[src/rtl/cdb_arbiter.sv]
// Common data bus arbiter: picks one result-broadcast requester per cycle and drives its tag/data onto the CDB.
// Define CDB_FIXED_PRIO_EN for lowest-index-wins priority; by default the grant is round-robin.
module cdb_arbiter #(
    parameter int NREQ  = 3,
    parameter int TAGW  = 5,
    parameter int DATAW = 32
) (
    input  logic                  clk,
    input  logic                  nRST,
    input  logic [NREQ-1:0]       Breq,
    input  logic [TAGW*NREQ-1:0]  LabelIn,
    input  logic [DATAW*NREQ-1:0] DataIn,
    output logic [NREQ-1:0]       BreqAC,
    output logic                  BCEN,
    output logic [TAGW-1:0]       BClabel,
    output logic [DATAW-1:0]      BCdata,
    output logic                  ProtoErr,
    output logic [15:0]           BcCount
);

    localparam int PW = (NREQ > 1) ? $clog2(NREQ) : 1;

    logic            win_found;
    logic [PW-1:0]   win_idx;
    logic [NREQ-1:0] grant;
    logic [TAGW-1:0] win_label;
    logic [DATAW-1:0] win_data;

`ifdef CDB_FIXED_PRIO_EN
    // Descending scan so the lowest requesting index is the last one written.
    always_comb begin
        win_found = 1'b0;
        win_idx   = '0;
        for (int i = NREQ - 1; i >= 0; i--) begin
            if (Breq[i]) begin
                win_found = 1'b1;
                win_idx   = PW'(i);
            end
        end
    end
`else
    logic [PW-1:0] ptr;

    always_comb begin
        int idx;
        idx       = 0;
        win_found = 1'b0;
        win_idx   = '0;
        for (int k = 0; k < NREQ; k++) begin
            idx = int'(ptr) + k;
            if (idx >= NREQ) idx = idx - NREQ;
            if (!win_found && Breq[idx]) begin
                win_found = 1'b1;
                win_idx   = PW'(idx);
            end
        end
    end

    // The pointer advances on every grant, including label-0 grants, so a bad requester is retired.
    always_ff @(posedge clk or negedge nRST) begin
        if (!nRST) begin
            ptr <= '0;
        end else if (win_found) begin
            ptr <= (win_idx == PW'(NREQ - 1)) ? '0 : win_idx + 1'b1;
        end
    end
`endif

    always_comb begin
        grant     = '0;
        win_label = '0;
        win_data  = '0;
        for (int i = 0; i < NREQ; i++) begin
            if (PW'(i) == win_idx) begin
                grant[i]  = win_found;
                win_label = LabelIn[i*TAGW +: TAGW];
                win_data  = DataIn[i*DATAW +: DATAW];
            end
        end
    end

    assign BreqAC = nRST ? grant : '0;

    always_ff @(posedge clk or negedge nRST) begin
        if (!nRST) begin
            BCEN     <= 1'b0;
            BClabel  <= '0;
            BCdata   <= '0;
            ProtoErr <= 1'b0;
            BcCount  <= '0;
        end else if (win_found) begin
            if (win_label != '0) begin
                BCEN    <= 1'b1;
                BClabel <= win_label;
                BCdata  <= win_data;
                BcCount <= BcCount + 16'd1;
            end else begin
                // Label 0 would look like "no tag" to the stations: drop it and flag the requester.
                BCEN     <= 1'b0;
                ProtoErr <= 1'b1;
            end
        end else begin
            BCEN <= 1'b0;
        end
    end

endmodule

[config.mk]
export PLATFORM = sky130hd
export DESIGN_NAME = cdb_arbiter
export DESIGN_NICKNAME = d
export VERILOG_FILES = /design/src/rtl/cdb_arbiter.sv
export SDC_FILE = /design/constraint.sdc
export NUM_CORES = 1
export LEC_CHECK = 0
export ABC_AREA = 1
export BUFFER_PORTS_ARGS = -buffer_cell sky130_fd_sc_hd__buf_2
export CORE_UTILIZATION = 51
export DETAILED_ROUTE_END_ITERATION = 10
export GPL_TIMING_DRIVEN = 1
export PLACE_DENSITY_LB_ADDON = 0.1
export SLEW_MARGIN = 20
export SYNTH_ARGS = -nofsm -noshare
export SYNTH_HDL_FRONTEND = slang
export SYNTH_SLANG_ARGS = --single-unit
[constraint.sdc]
create_clock -name clk -period 6.1 [get_ports clk]
set_clock_uncertainty 0.1 [all_clocks]
set_input_delay 0.915 -clock clk [delete_from_list [all_inputs] [get_ports clk]]
set_output_delay 0.915 -clock clk [all_outputs]
set_load 0.01 [all_outputs]
# == Word-level counts from Yosys, hierarchy flattened ==
# Index checks and enable logic that the tools add are counted.
# classes
eq_ne,3
muxes,31
n_bitwise,1
n_reduce_logical,8
magnitude_cmp,6
n_addsub,7
# ops
cell,count
$mux 32,6
$lt 32x4->1 const B,3
$add 16x1->16 const B,1
$mux 5,3
$mux 1,14
$mux 2,4
$sub 3x2->4 const B,2
$bmux 1 s2,3
$ge 3x2->1 const B,2
$reduce_bool 5->1,1
$reduce_and 2->1,2
$add 2x1->3 const B,1
$add 2x2->3 const B,1
$mux 3,1
$sub 2x2->3 const B,1
$add 2x1->2 const B,1
$eq 1x2->1 const A,1
$eq 2x2->1 const A,1
$eq 2x2->1 const B,1
$ge 2x2->1 const B,1
$logic_and 1x1->1,2
$logic_not 1->1,2
$logic_not 2->1,1
$not 1->1,1
# word_totals
elab_cells,62
reg_bits,57

# == Depth between registers and ports, before layout ==
# depth
depth_word,19
depth_mapped,20
ltp_nobuf,18

# == Worst setup path before layout ==
# Ideal clock, no wire load.
# synth_timing
kind,input to output
start,input Breq[2]
end,output BreqAC[0]
arrival_ns,2.389
path_slack_ns,2.696
t_required_ns,5.085
stages,10
path_cell_list,inv_1 > o21ai_0 > nand2_2 > nand3_1 > nand2_1 > nor2_2 > buf_4 > clkbuf_1 > nand2_1 > nor3_1
# synth_via
elab_chain_len,13
elab_cells_between_ends,22
classes_between,17 x mux; 5 x reduce/logical
# synth_lines
element,line,text
"start, declared",10,"input logic [NREQ-1:0] Breq,"
$bmux 1 s2,52,if (!win_found && Breq[idx]) begin
$mux 1 (not written as such) (2 in series),52,
$mux 1,52,
$logic_not 1->1,52,
$logic_and 1x1->1,52,
$mux 1,52,
$logic_not 1->1,52,
$logic_and 1x1->1,52,
$mux 2,52,
$logic_not 2->1,74,if (PW'(i) == win_idx) begin
$mux 1 *,74,
$mux 3 *,82,assign BreqAC = nRST ? grant : '0;
"end, declared",13,"output logic [NREQ-1:0] BreqAC,"
# Every way passes the cells marked *; elsewhere a longest branch is shown, timed or not. The select of a mux whose other input is x is not followed.

# == Worst setup path in the final report ==
# layout_timing
start,register ptr[0]
end,output BreqAC[0]
# layout_via
elab_chain_len,15
elab_cells_between_ends,33
classes_between,5 x add/sub; 3 x order compare; 20 x mux; 5 x reduce/logical
# layout_lines
element,line,text
"start, declared",42,logic [PW-1:0] ptr;
"start signal, assigned",64,ptr <= (win_idx == PW'(NREQ - 1)) ? '0 : win_idx + 1'b1;
branches (longest 13 deep; another with $sub 3x2->4),--,
$mux 1 *,74,
$mux 3 *,82,
# Mark *: on every way between the ends. The select of a mux whose other input is x is not followed.

==> flow_summary.json <==
{
  "status": "finished, final reports clean",
  "design_area_sq_mm": 0.004748,
  "gp_congestion": 0.8899,
  "die_height_um": 87.48,
  "synth_top_area_share": 0.3828,
  "place_area_sq_mm": 0.004566,
  "die_area_sq_mm": 0.007652,
  "synth.top_cells.by_area": "dfrtp_1 (38%), nand2_1 (21%), nand3_1 (19%), inv_1 (2.8%), nand2_2 (2.2%)",
  "dr.pass1.iters": 5,
  "regArea_sq_mm": 0.001426,
  "startpoint": "ptr[0]$_DFFE_PN0N_",
  "synth_async_sr_flop_share": 1.000,
  "postCtsSetupBuffers": 0,
  "crit_slowest_cell": "inv_2",
  "grt_pass1_wl_um": 17360,
  "relSlewSlack": 0.3709,
  "cp_max_fo": 40,
  "setup_ws_ns": 1.991,
  "timing.final.crit_share": 0.6736,
  "num-fill-cells": 648,
  "arrival_ns": 3.09,
  "rows": 30,
  "synth_seq_cells": 57,
  "grt_usage": 0.2885,
  "grt.overflow.total": 0,
  "synth.largest_area_cell": "dfrtp_1",
  "netSwitchingFraction": 0.5160,
  "place_ws_ns": 1.977,
  "synth-main-ff-cell": "dfrtp_1",
  "comb_power_share": 0.656,
  "synth_nets": 665,
  "pwr-share-seq": 0.229,
  "ios": 174,
  "cts-hold-fix-buffers": 0,
  "cts_tree": "done",
  "hold_viol": 0,
  "synth.cell_area_sq_mm": 0.003726,
  "synthCells": 544,
  "syn_avg_cell_area_sq_um": 6.849,
  "setup_violations": 0,
  "cts_buffer_depth": 2,
  "die_w_um": 87.48,
  "critPathMaxStageDelay_ns": 0.57,
  "wire_per_inst_um": 12.94,
  "maxCapViolations": 0,
  "cts.clk_slew.worst_paths_ns": 0.07,
  "reg2regPathDepth": 16,
  "ir_drop_mv": 0.3384,
  "utilization": 0.6875,
  "totalPowerFinal_uw": 2966,
  "final_layout_size_suffix_gt1_frac": 0.3035,
  "drc": 0,
  "cts_htree_levels": 3,
  "rsz0062_at_grt": "false",
  "routed_wl_um": 10370,
  "clockPowerShare": 0.115,
  "cts_resized": 0,
  "p_int_uw": 1435,
  "area_growth_pct": 27.43,
  "setup_tns_ns": 0,
  "yosysWarningCount": 0,
  "fin_crit_ns": 4.109,
  "worst-slew-pin-transition_ns": 0.9422,
  "synthDistinctLibCells": 28,
  "synth.yosys.seq_area_share": 0.3828,
  "whs_path_depth": 2,
  "dp_hpwl_um": 7410,
  "clock_sinks": 57,
  "first_iter_violations": 180,
  "max_freq_mhz": 243.4,
  "clock_latency_ns": 0.32,
  "initial_core_util": 0.5395,
  "antenna_found_initial": 0,
  "min_path_type": "register to register",
  "cts-root-buf": "clkbuf_8",
  "coreArea_sq_mm": 0.006907,
  "antenna_cells": 0,
  "multiInputGateArea_sq_mm": 0.002003,
  "slew_viol_final": 0,
  "numCtsBuffers": 9,
  "io_buffers": 173,
  "switchingPower_uw": 1530,
  "via_per_inst": 5.208,
  "start_kind": "register",
  "crit_type": "register to output pin",
  "critPathCaptureType": "output pin",
  "drtAntennaViolNets": 0,
  "reg2reg_from": "ptr[0]$_DFFE_PN0N_",
  "vias": 4172,
  "powerDensity_mw_per_mm2": 624.6,
  "grt_max_degree": 59,
  "holdCritStartpoint": "BClabel[4]$_DFFE_PN0P_",
  "required_ns": 5.08,
  "synth_enable_flop_cells": 0,
  "path_cells": "inv_1, ha_1, o21ai_0, nand2_2, nand4_2, nand2_4, inv_2, nand2_1, nor3_1, buf_2",
  "nNetsFinal": 823,
  "grt_pass1_vias": 3968,
  "p_leak_uw": 0.002709
}
routing by layer:
metal / wire [um] / track usage
met1: 4235 / 0.3437
met2: 5249 / 0.5043
met3: 713 / 0.06066
met4: 167 / 0.1177
met5: 0 / 0
registers in the layout, summed over array words and instances (netlist names):
| name | count |
|---|---|
| ptr | 2 |
| BClabel | 5 |
| ProtoErr | 1 |
| BcCount | 16 |
| BCdata | 32 |
| BCEN | 1 |
layout by cell type (no fill, tap or decap):
cell type  count
o21ai_0        3
xor2_1         9
nor3_1         9
nand4_1        3
o21bai_1       1
dfrtp_1       57
nand4_2        1
ha_1           5
nand3_2        1
nand2_1      212
nand3_1      138
or2_1          3
bufinv_16      1
clkbuf_8      10
inv_2          4
nor4_1         1
nor2_2         1
nor2_1        16
nand3b_1       1
clkinv_2       3
nand2_4        1
inv_1         28
buf_2        173
o21bai_4       1
nand2_2       13
xnor2_1        5
a31oi_2        1
buf_4          4
cell usage after synthesis (4+ instances only):
library cell,n
buf_6,7
clkbuf_1,11
nand2_1,212
xor2_1,9
nor2_1,16
nand3_1,138
ha_1,5
buf_1,5
buf_2,6
nor3_1,9
xnor2_1,5
inv_2,4
dfrtp_1,57
nand2_2,13
inv_1,28
cell families after synthesis:
kind of cell    after synthesis  synth area share
simple gates                400            0.4735
buf+inv                      62           0.07959
flops                        57            0.3828
xor+xnor                     14           0.03291
compound gates                6           0.01444
fa+ha+maj                     5           0.01679
power groups by stage:
stage	Sequential [uW]	Combinational, uW	Clock, uW
final	680	1950	340
after global routing	700	2240	361
after CTS	679	1960	343
after detailed placement	682	1960	0
after global placement	683	1900	0
after floorplan	746	1470	0
final cells by class:
| type | instances | area share |
|---|---|---|
| well taps | 96 | 0.02530 |
| clock inverters | 4 | 0.009486 |
| inverters | 32 | 0.02530 |
| flip-flops and latches | 57 | 0.3004 |
| clock buffers | 10 | 0.02899 |
| multi-input cells | 425 | 0.4219 |
| repair buffers | 177 | 0.1887 |
worst paths after layout:
path,endpoint,slack [ns]
max in group asynchronous,BCdata[29]$_DFFE_PN0P_,4.80
min in group asynchronous,BcCount[8]$_DFFE_PN0P_,0.62
worst min register to register,BClabel[4]$_DFFE_PN0P_,0.37
worst max register to register,BCdata[11]$_DFFE_PN0P_,2.07
worst max-delay path,BreqAC[0],1.99
worst min-delay path,BClabel[4]$_DFFE_PN0P_,0.37
critical path, delay by kind of cell, from the launching register on:
kind                       cells  cell delay [ns]
buffers and inverters          3             0.81
AOI/OAI and AO/OA              1             0.26
adders and majority gates      1             0.42
DFF                            1             0.39
and+or+nand+nor                5             0.86
per-stage QoR:
step | hold slack [ns] | cells
after floorplan | 0.4057 | 544
after global placement | 0.3511 | 787
after detailed placement | 0.3579 | 787
after CTS | 0.3725 | 801
after global routing | 0.3950 | 801
final | 0.3674 | 801
No activity file was read; power rests on OpenSTA's default activity.
